`src/rtl/flash_host_bridge.sv`:
```
// Host byte-stream front-end for the SPI flash collection block: parses packets, loads and
// drains the collection FIFO through its direct port, and answers with a status byte.
module flash_host_bridge #(
    parameter int unsigned PULSE_LEN   = 4,
    parameter int unsigned FIFO_RD_LAT = 1,
    parameter int unsigned TIMEOUT     = 1000000
) (
    input  logic        clk,
    input  logic        rst,
    input  logic [7:0]  rx_data,
    input  logic        rx_valid,
    output logic        rx_ready,
    output logic [7:0]  tx_data,
    output logic        tx_valid,
    input  logic        tx_ready,
    output logic        read,
    output logic        write,
    output logic [7:0]  numByte_read_wp,
    output logic [31:0] numByte_write,
    output logic [23:0] address_wp,
    output logic        direct_fifo,
    output logic [7:0]  direct_buf_in,
    output logic        direct_wr_en_buf,
    output logic        direct_rd_en_buf,
    input  logic [7:0]  direct_buf_out,
    input  logic        cs_bar,
    output logic        busy
);

    localparam int unsigned TMR_MAX = (TIMEOUT > PULSE_LEN + FIFO_RD_LAT) ?
                                      TIMEOUT : PULSE_LEN + FIFO_RD_LAT;
    localparam int unsigned TW = $clog2(TMR_MAX + 1);

    localparam logic [7:0] OP_WRITE = 8'h57;
    localparam logic [7:0] OP_READ  = 8'h52;
    localparam logic [7:0] ST_OK    = 8'hAA;
    localparam logic [7:0] ST_BAD   = 8'h3F;
    localparam logic [7:0] ST_TMO   = 8'hEE;

    typedef enum logic [3:0] {
        StIdle, StAddr, StLen, StLoad, StStart, StWaitLow, StWaitHigh,
        StPop, StCapture, StSend, StResp
    } state_t;

    state_t        state_q, state_d;
    logic          is_read_q, is_read_d;
    logic [23:0]   addr_q, addr_d;
    logic [7:0]    len_q, len_d;
    logic [8:0]    cnt_q, cnt_d;
    logic [TW-1:0] tmr_q, tmr_d;
    logic [7:0]    tx_q, tx_d;
    logic          cs_meta_q, cs_sync_q;
    logic          rx_take;

    always_ff @(posedge clk or posedge rst) begin
        if (rst) begin
            state_q   <= StIdle;
            is_read_q <= 1'b0;
            addr_q    <= '0;
            len_q     <= '0;
            cnt_q     <= '0;
            tmr_q     <= '0;
            tx_q      <= '0;
            cs_meta_q <= 1'b1;
            cs_sync_q <= 1'b1;
        end else begin
            state_q   <= state_d;
            is_read_q <= is_read_d;
            addr_q    <= addr_d;
            len_q     <= len_d;
            cnt_q     <= cnt_d;
            tmr_q     <= tmr_d;
            tx_q      <= tx_d;
            cs_meta_q <= cs_bar;
            cs_sync_q <= cs_meta_q;
        end
    end

    assign rx_take = rx_valid && rx_ready;

    always_comb begin
        state_d   = state_q;
        is_read_d = is_read_q;
        addr_d    = addr_q;
        len_d     = len_q;
        cnt_d     = cnt_q;
        tx_d      = tx_q;
        unique case (state_q)
            StIdle: begin
                if (rx_take) begin
                    if (rx_data == OP_WRITE || rx_data == OP_READ) begin
                        is_read_d = (rx_data == OP_READ);
                        cnt_d     = '0;
                        state_d   = StAddr;
                    end else begin
                        tx_d    = ST_BAD;
                        state_d = StResp;
                    end
                end
            end
            StAddr: begin
                if (rx_take) begin
                    addr_d = {addr_q[15:0], rx_data};
                    cnt_d  = cnt_q + 9'd1;
                    if (cnt_q == 9'd2) state_d = StLen;
                end
            end
            StLen: begin
                if (rx_take) begin
                    if (rx_data == 8'h00) begin
                        tx_d    = ST_BAD;
                        state_d = StResp;
                    end else begin
                        len_d   = rx_data;
                        cnt_d   = '0;
                        state_d = is_read_q ? StStart : StLoad;
                    end
                end
            end
            StLoad: begin
                if (rx_take) begin
                    cnt_d = cnt_q + 9'd1;
                    if (cnt_d == {1'b0, len_q}) state_d = StStart;
                end
            end
            // First START cycle is a setup cycle so address/length lead the request edge.
            StStart: begin
                if (tmr_q == TW'(PULSE_LEN)) state_d = StWaitLow;
            end
            StWaitLow: begin
                if (!cs_sync_q) begin
                    state_d = StWaitHigh;
                end else if (tmr_q == TW'(TIMEOUT - 1)) begin
                    tx_d    = ST_TMO;
                    state_d = StResp;
                end
            end
            StWaitHigh: begin
                if (cs_sync_q) begin
                    if (is_read_q) begin
                        cnt_d   = '0;
                        state_d = StPop;
                    end else begin
                        tx_d    = ST_OK;
                        state_d = StResp;
                    end
                end else if (tmr_q == TW'(TIMEOUT - 1)) begin
                    tx_d    = ST_TMO;
                    state_d = StResp;
                end
            end
            StPop: begin
                cnt_d   = cnt_q + 9'd1;
                state_d = StCapture;
            end
            StCapture: begin
                if (tmr_q == TW'(FIFO_RD_LAT - 1)) begin
                    tx_d    = direct_buf_out;
                    state_d = StSend;
                end
            end
            StSend: begin
                if (tx_ready) begin
                    if (cnt_q < {1'b0, len_q}) begin
                        state_d = StPop;
                    end else begin
                        tx_d    = ST_OK;
                        state_d = StResp;
                    end
                end
            end
            StResp: begin
                if (tx_ready) state_d = StIdle;
            end
            default: state_d = StIdle;
        endcase
        // One shared timer, restarted on every state entry.
        tmr_d = (state_d != state_q) ? '0 : tmr_q + TW'(1);
    end

    // Strobes decode straight from the state flops so reset removes them immediately.
    assign rx_ready = (state_q == StIdle) || (state_q == StAddr) ||
                      (state_q == StLen)  || (state_q == StLoad);
    assign tx_valid = (state_q == StSend) || (state_q == StResp);
    assign tx_data  = tx_q;
    assign read     = (state_q == StStart) && (tmr_q != '0) && is_read_q;
    assign write    = (state_q == StStart) && (tmr_q != '0) && !is_read_q;

    assign direct_fifo      = (state_q == StLoad) || (state_q == StPop) ||
                              (state_q == StCapture) || (state_q == StSend);
    assign direct_wr_en_buf = (state_q == StLoad) && rx_valid;
    assign direct_buf_in    = direct_wr_en_buf ? rx_data : 8'h00;
    assign direct_rd_en_buf = (state_q == StPop);

    assign numByte_read_wp = len_q;
    assign numByte_write   = {24'b0, len_q};
    assign address_wp      = addr_q;
    assign busy            = (state_q != StIdle);

endmodule

```
`config.mk`:
```
export PLATFORM = sky130hd
export DESIGN_NAME = flash_host_bridge
export DESIGN_NICKNAME = d
export VERILOG_FILES = /design/src/rtl/flash_host_bridge.sv
export SDC_FILE = /design/constraint.sdc
export NUM_CORES = 1
export LEC_CHECK = 0
export CORE_ASPECT_RATIO = 1.5
export CORE_MARGIN = 2
export CORE_UTILIZATION = 50
export CTS_CLUSTER_SIZE = 14
export DETAILED_ROUTE_END_ITERATION = 8
export DONT_BUFFER_PORTS = 1
export MAX_ROUTING_LAYER = met4
export PLACE_DENSITY = 0.73
export SLEW_MARGIN = 20
export SYNTH_ARGS = -nofsm -noshare
export SYNTH_HDL_FRONTEND = slang
export SYNTH_SLANG_ARGS = --single-unit
```
`constraint.sdc`:
```
create_clock -name clk -period 4.3 [get_ports clk]
set_clock_uncertainty 0.15 [all_clocks]
set_input_delay 0.86 -clock clk [delete_from_list [all_inputs] [get_ports clk]]
set_output_delay 0.86 -clock clk [all_outputs]
set_load 0.01 [all_outputs]
```
==> run_results.csv <==
group,metric,value,unit
synth,syn_inst,509,
sta,tightest_slew,0.934,ns
sta,fin_setup_tns,0,ns
setup_path,slowest_stage,"nor2_1",
placed_design,hpwl,7.82,mm
synth,postSynth.asyncResetShare,100,%
die,rows,43,
synth,synth_commonest_cells,"dfrtp_1 (74), o21ai_0 (35), buf_4 (32)",
setup_path,cp-end-kind,"output pin",
finish,fillers,824,
route,first_pass_iters,4,
synth,seq_area_frac_synth,39.5,%
power_and_ir_drop,p_leak,2.14,nW
placed_design,preCtsSetupSlack,1.08,ns
finish,final_cell_area,0.00504,mm²
synth,yosys.area.top_type,"dfrtp_1",
placed_design,place.gp.congestion,0.865,
clocking,cts_max_level,3,
die,die_y,124,µm
finish,n_antenna_cell,0,
clocking,cts_tree,"yes",
synth,synth.distinct_cells,64,
global_routing,grt_max_degree,77,
synth,post-synth-top-count-cell,"dfrtp_1",
synth,avgSynthCellArea,9.47,µm²
finish,final_nets,520,
route,ant_nets,0,
setup_path,crit_chain,"nor2_2 > nand2_1 > nor2_1 > and2_1",
job,drv_cap,0,
placed_design,io_buffer_count,0,
worst_hold_path,hold_start,"cs_meta_q$_DFF_PP1_",
die,core_area,0.00931,mm²
clocking,cts_buffers,9,
sta,fin_ws,0.686,ns
sta,fin_crit,3.61,ns
power_and_ir_drop,ir_drop,0.000335,V
synth,syn_area,0.00482,mm²
setup_path,startpoint_type,"register",
synth,synth_ff_type,"dfrtp_1",
synth,yosysWarnings,0,
global_routing,track_usage,21.9,%
outcome,status,"finished, final reports clean",
clocking,clock-sinks,76,
setup_path,worstPathRequired,3.29,ns
clocking,cts_resized,0,
setup_path,startpoint,"state_q[2]$_DFF_PP0_",
global_routing,grt_pass1_vias,3632,
sta,fmax,277,MHz
route,wl,10.8,mm
die,die_w,84.2,µm
route,drt_iter0_markers,242,
sta,slew_headroom,37.4,%
global_routing,grt.overflow.total,0,
route,viasPerCell,6.12,
clocking,worstSkewPairLatency,0.35,ns
setup_path,worstPathArrival,2.60,ns
finish,final_util,54.2,%
clocking,clockBufferDepth,2,
clocking,postCtsSetupBuffers,0,
sta,finalSetupViolCount,0,
die,dieArea,0.0105,mm²
clocking,cts-root-buf,"clkbuf_16",
synth,synth_edf_count,0,
setup_path,worstPathMaxFanout,12,
die,start_util,51.8,%
global_routing,grt_pass1_wl,17.9,mm
clocking,cts_hold_buffers,0,
power_and_ir_drop,power.density,638,mW/mm²
route,route.detailed.drc,0,
finish,drive_above_1_share,16.3,%
setup_path,worstReg2RegStart,"state_q[2]$_DFF_PP0_",
global_routing,grt_antenna_before_repair,0,
route,wire_per_inst,18.0,µm
die,io_pins,109,
sta,fin_crit_sh,84.1,%
placed_design,placed_area,0.00471,mm²
worst_hold_path,hp-class,"register to register",
finish,syn_to_final_growth,4.67,%
clocking,path_clk_slew,0.06,ns
setup_path,crit_type,"register to output pin",
sta,slew_violations,0,
setup_path,critPathMaxStageDelay,0.75,ns
sta,hold_violations,0,
synth,ys_ff_latch,76,
synth,ys_top_cells_by_area,"dfrtp_1 (38%), mux2_2 (5.6%), buf_4 (5.0%)",
finish,final_cells,604,
placed_design,dp.cells,588,
sta,rsz0062_at_grt,"false",
synth,netlist.area_leader.share,38.4,%
route,dr_total_vias,3699,
## cell usage in the layout (no fill, tap or decap), types with 3 or more instances in the layout
master     count
dfrtp_1       74
o21ai_0       35
nand2_1       31
nor2_1        25
mux2_2        24
conb_1        24
inv_1         21
nand3_1       21
nor3_2        20
a21oi_1       19
xnor2_1       15
xor2_1        14
ha_1          12
and2_1         9
nor3_1         9
clkbuf_16      9
nand4_1        8
and3_1         8
nor2b_1        7
nor4_1         7
o31ai_1        6
and4_1         5
buf_4          5
nand2b_1       4
nor4b_1        4
a21o_1         4
a31oi_1        4
or3_1          4
o21a_1         3
o211ai_1       3
o31a_1         3
o2bb2ai_1      3
o22ai_1        3
inv_6          3
## cell type report
cell class | count | area [µm²] | share of cell area [%]
inverter | 22 | 82.6 | 1.64
multi-input combinational | 373 | 2550 | 50.5
clock inverter | 7 | 105 | 2.08
sequential | 76 | 1900 | 37.7
timing repair buffer | 5 | 37.5 | 0.744
clock buffer | 9 | 225 | 4.46
tap | 112 | 140 | 2.78
## critical path, delay by kind of cell, from the launching register on
kind,cells,cell delay (ns)
and+or+nand+nor,4,1.76
DFF,1,0.51
## routing by layer
| layer | GRT usage [%] | wire [µm] |
|---|---|---|
| met4 | 11.8 | 347 |
| met2 | 37.9 | 5830 |
| met5 | - | 0 |
| met1 | 23.2 | 4060 |
| met3 | 4.25 | 610 |
## power breakdown
group | switching, mW | leakage [nW] | total (mW) | internal, mW
Clock | 0.318 | 0.159 | 0.836 | 0.518
Combinational | 0.667 | 1.01 | 1.10 | 0.433
Sequential | 0.370 | 0.972 | 1.28 | 0.914
## per-stage QoR
step           power, mW  hold WS [ns]
4_1_cts             3.25         0.208
6_report            3.22         0.206
2_1_floorplan       2.22         0.195
3_3_place_gp        2.36         0.198
3_5_place_dp        2.40         0.199
5_1_grt             3.43         0.213
## flip-flops by register name (all words and copies together) (netlist names)
register         flops
cnt_q                9
numByte_read_wp      8
cs_sync_q            1
state_q              4
tmr_q               20
cs_meta_q            1
tx_data              8
address_wp          24
is_read_q            1
## worst paths after layout
kind / to / slack (ns) / depth (start not counted)
hold reg to reg: cs_sync_q$_DFF_PP1_ / 0.21 / 0
setup / recovery: direct_buf_in[7] / 0.69 / 4
hold / removal: cs_sync_q$_DFF_PP1_ / 0.21 / 0
min in group asynchronous: tx_data[5]$_DFFE_PP0P_ / 0.54 / 2
setup reg to reg: tmr_q[3]$_DFF_PP0_ / 1.13 / 8
max in group asynchronous: cnt_q[1]$_DFFE_PP0P_ / 2.86 / 2
## cell families after synthesis
group,after synthesis,share of synthesized area (%)
XOR/XNOR,29,5.27
adder cells (fa/ha/maj),12,3.12
other,1,0.0778
flip-flops,76,39.5
AND/OR/NAND/NOR,179,22.7
buffers and inverters,83,9.45
multiplexers,25,5.82
AO/OA/AOI/OAI,104,14.1
(Power assumes the default switching activity.)
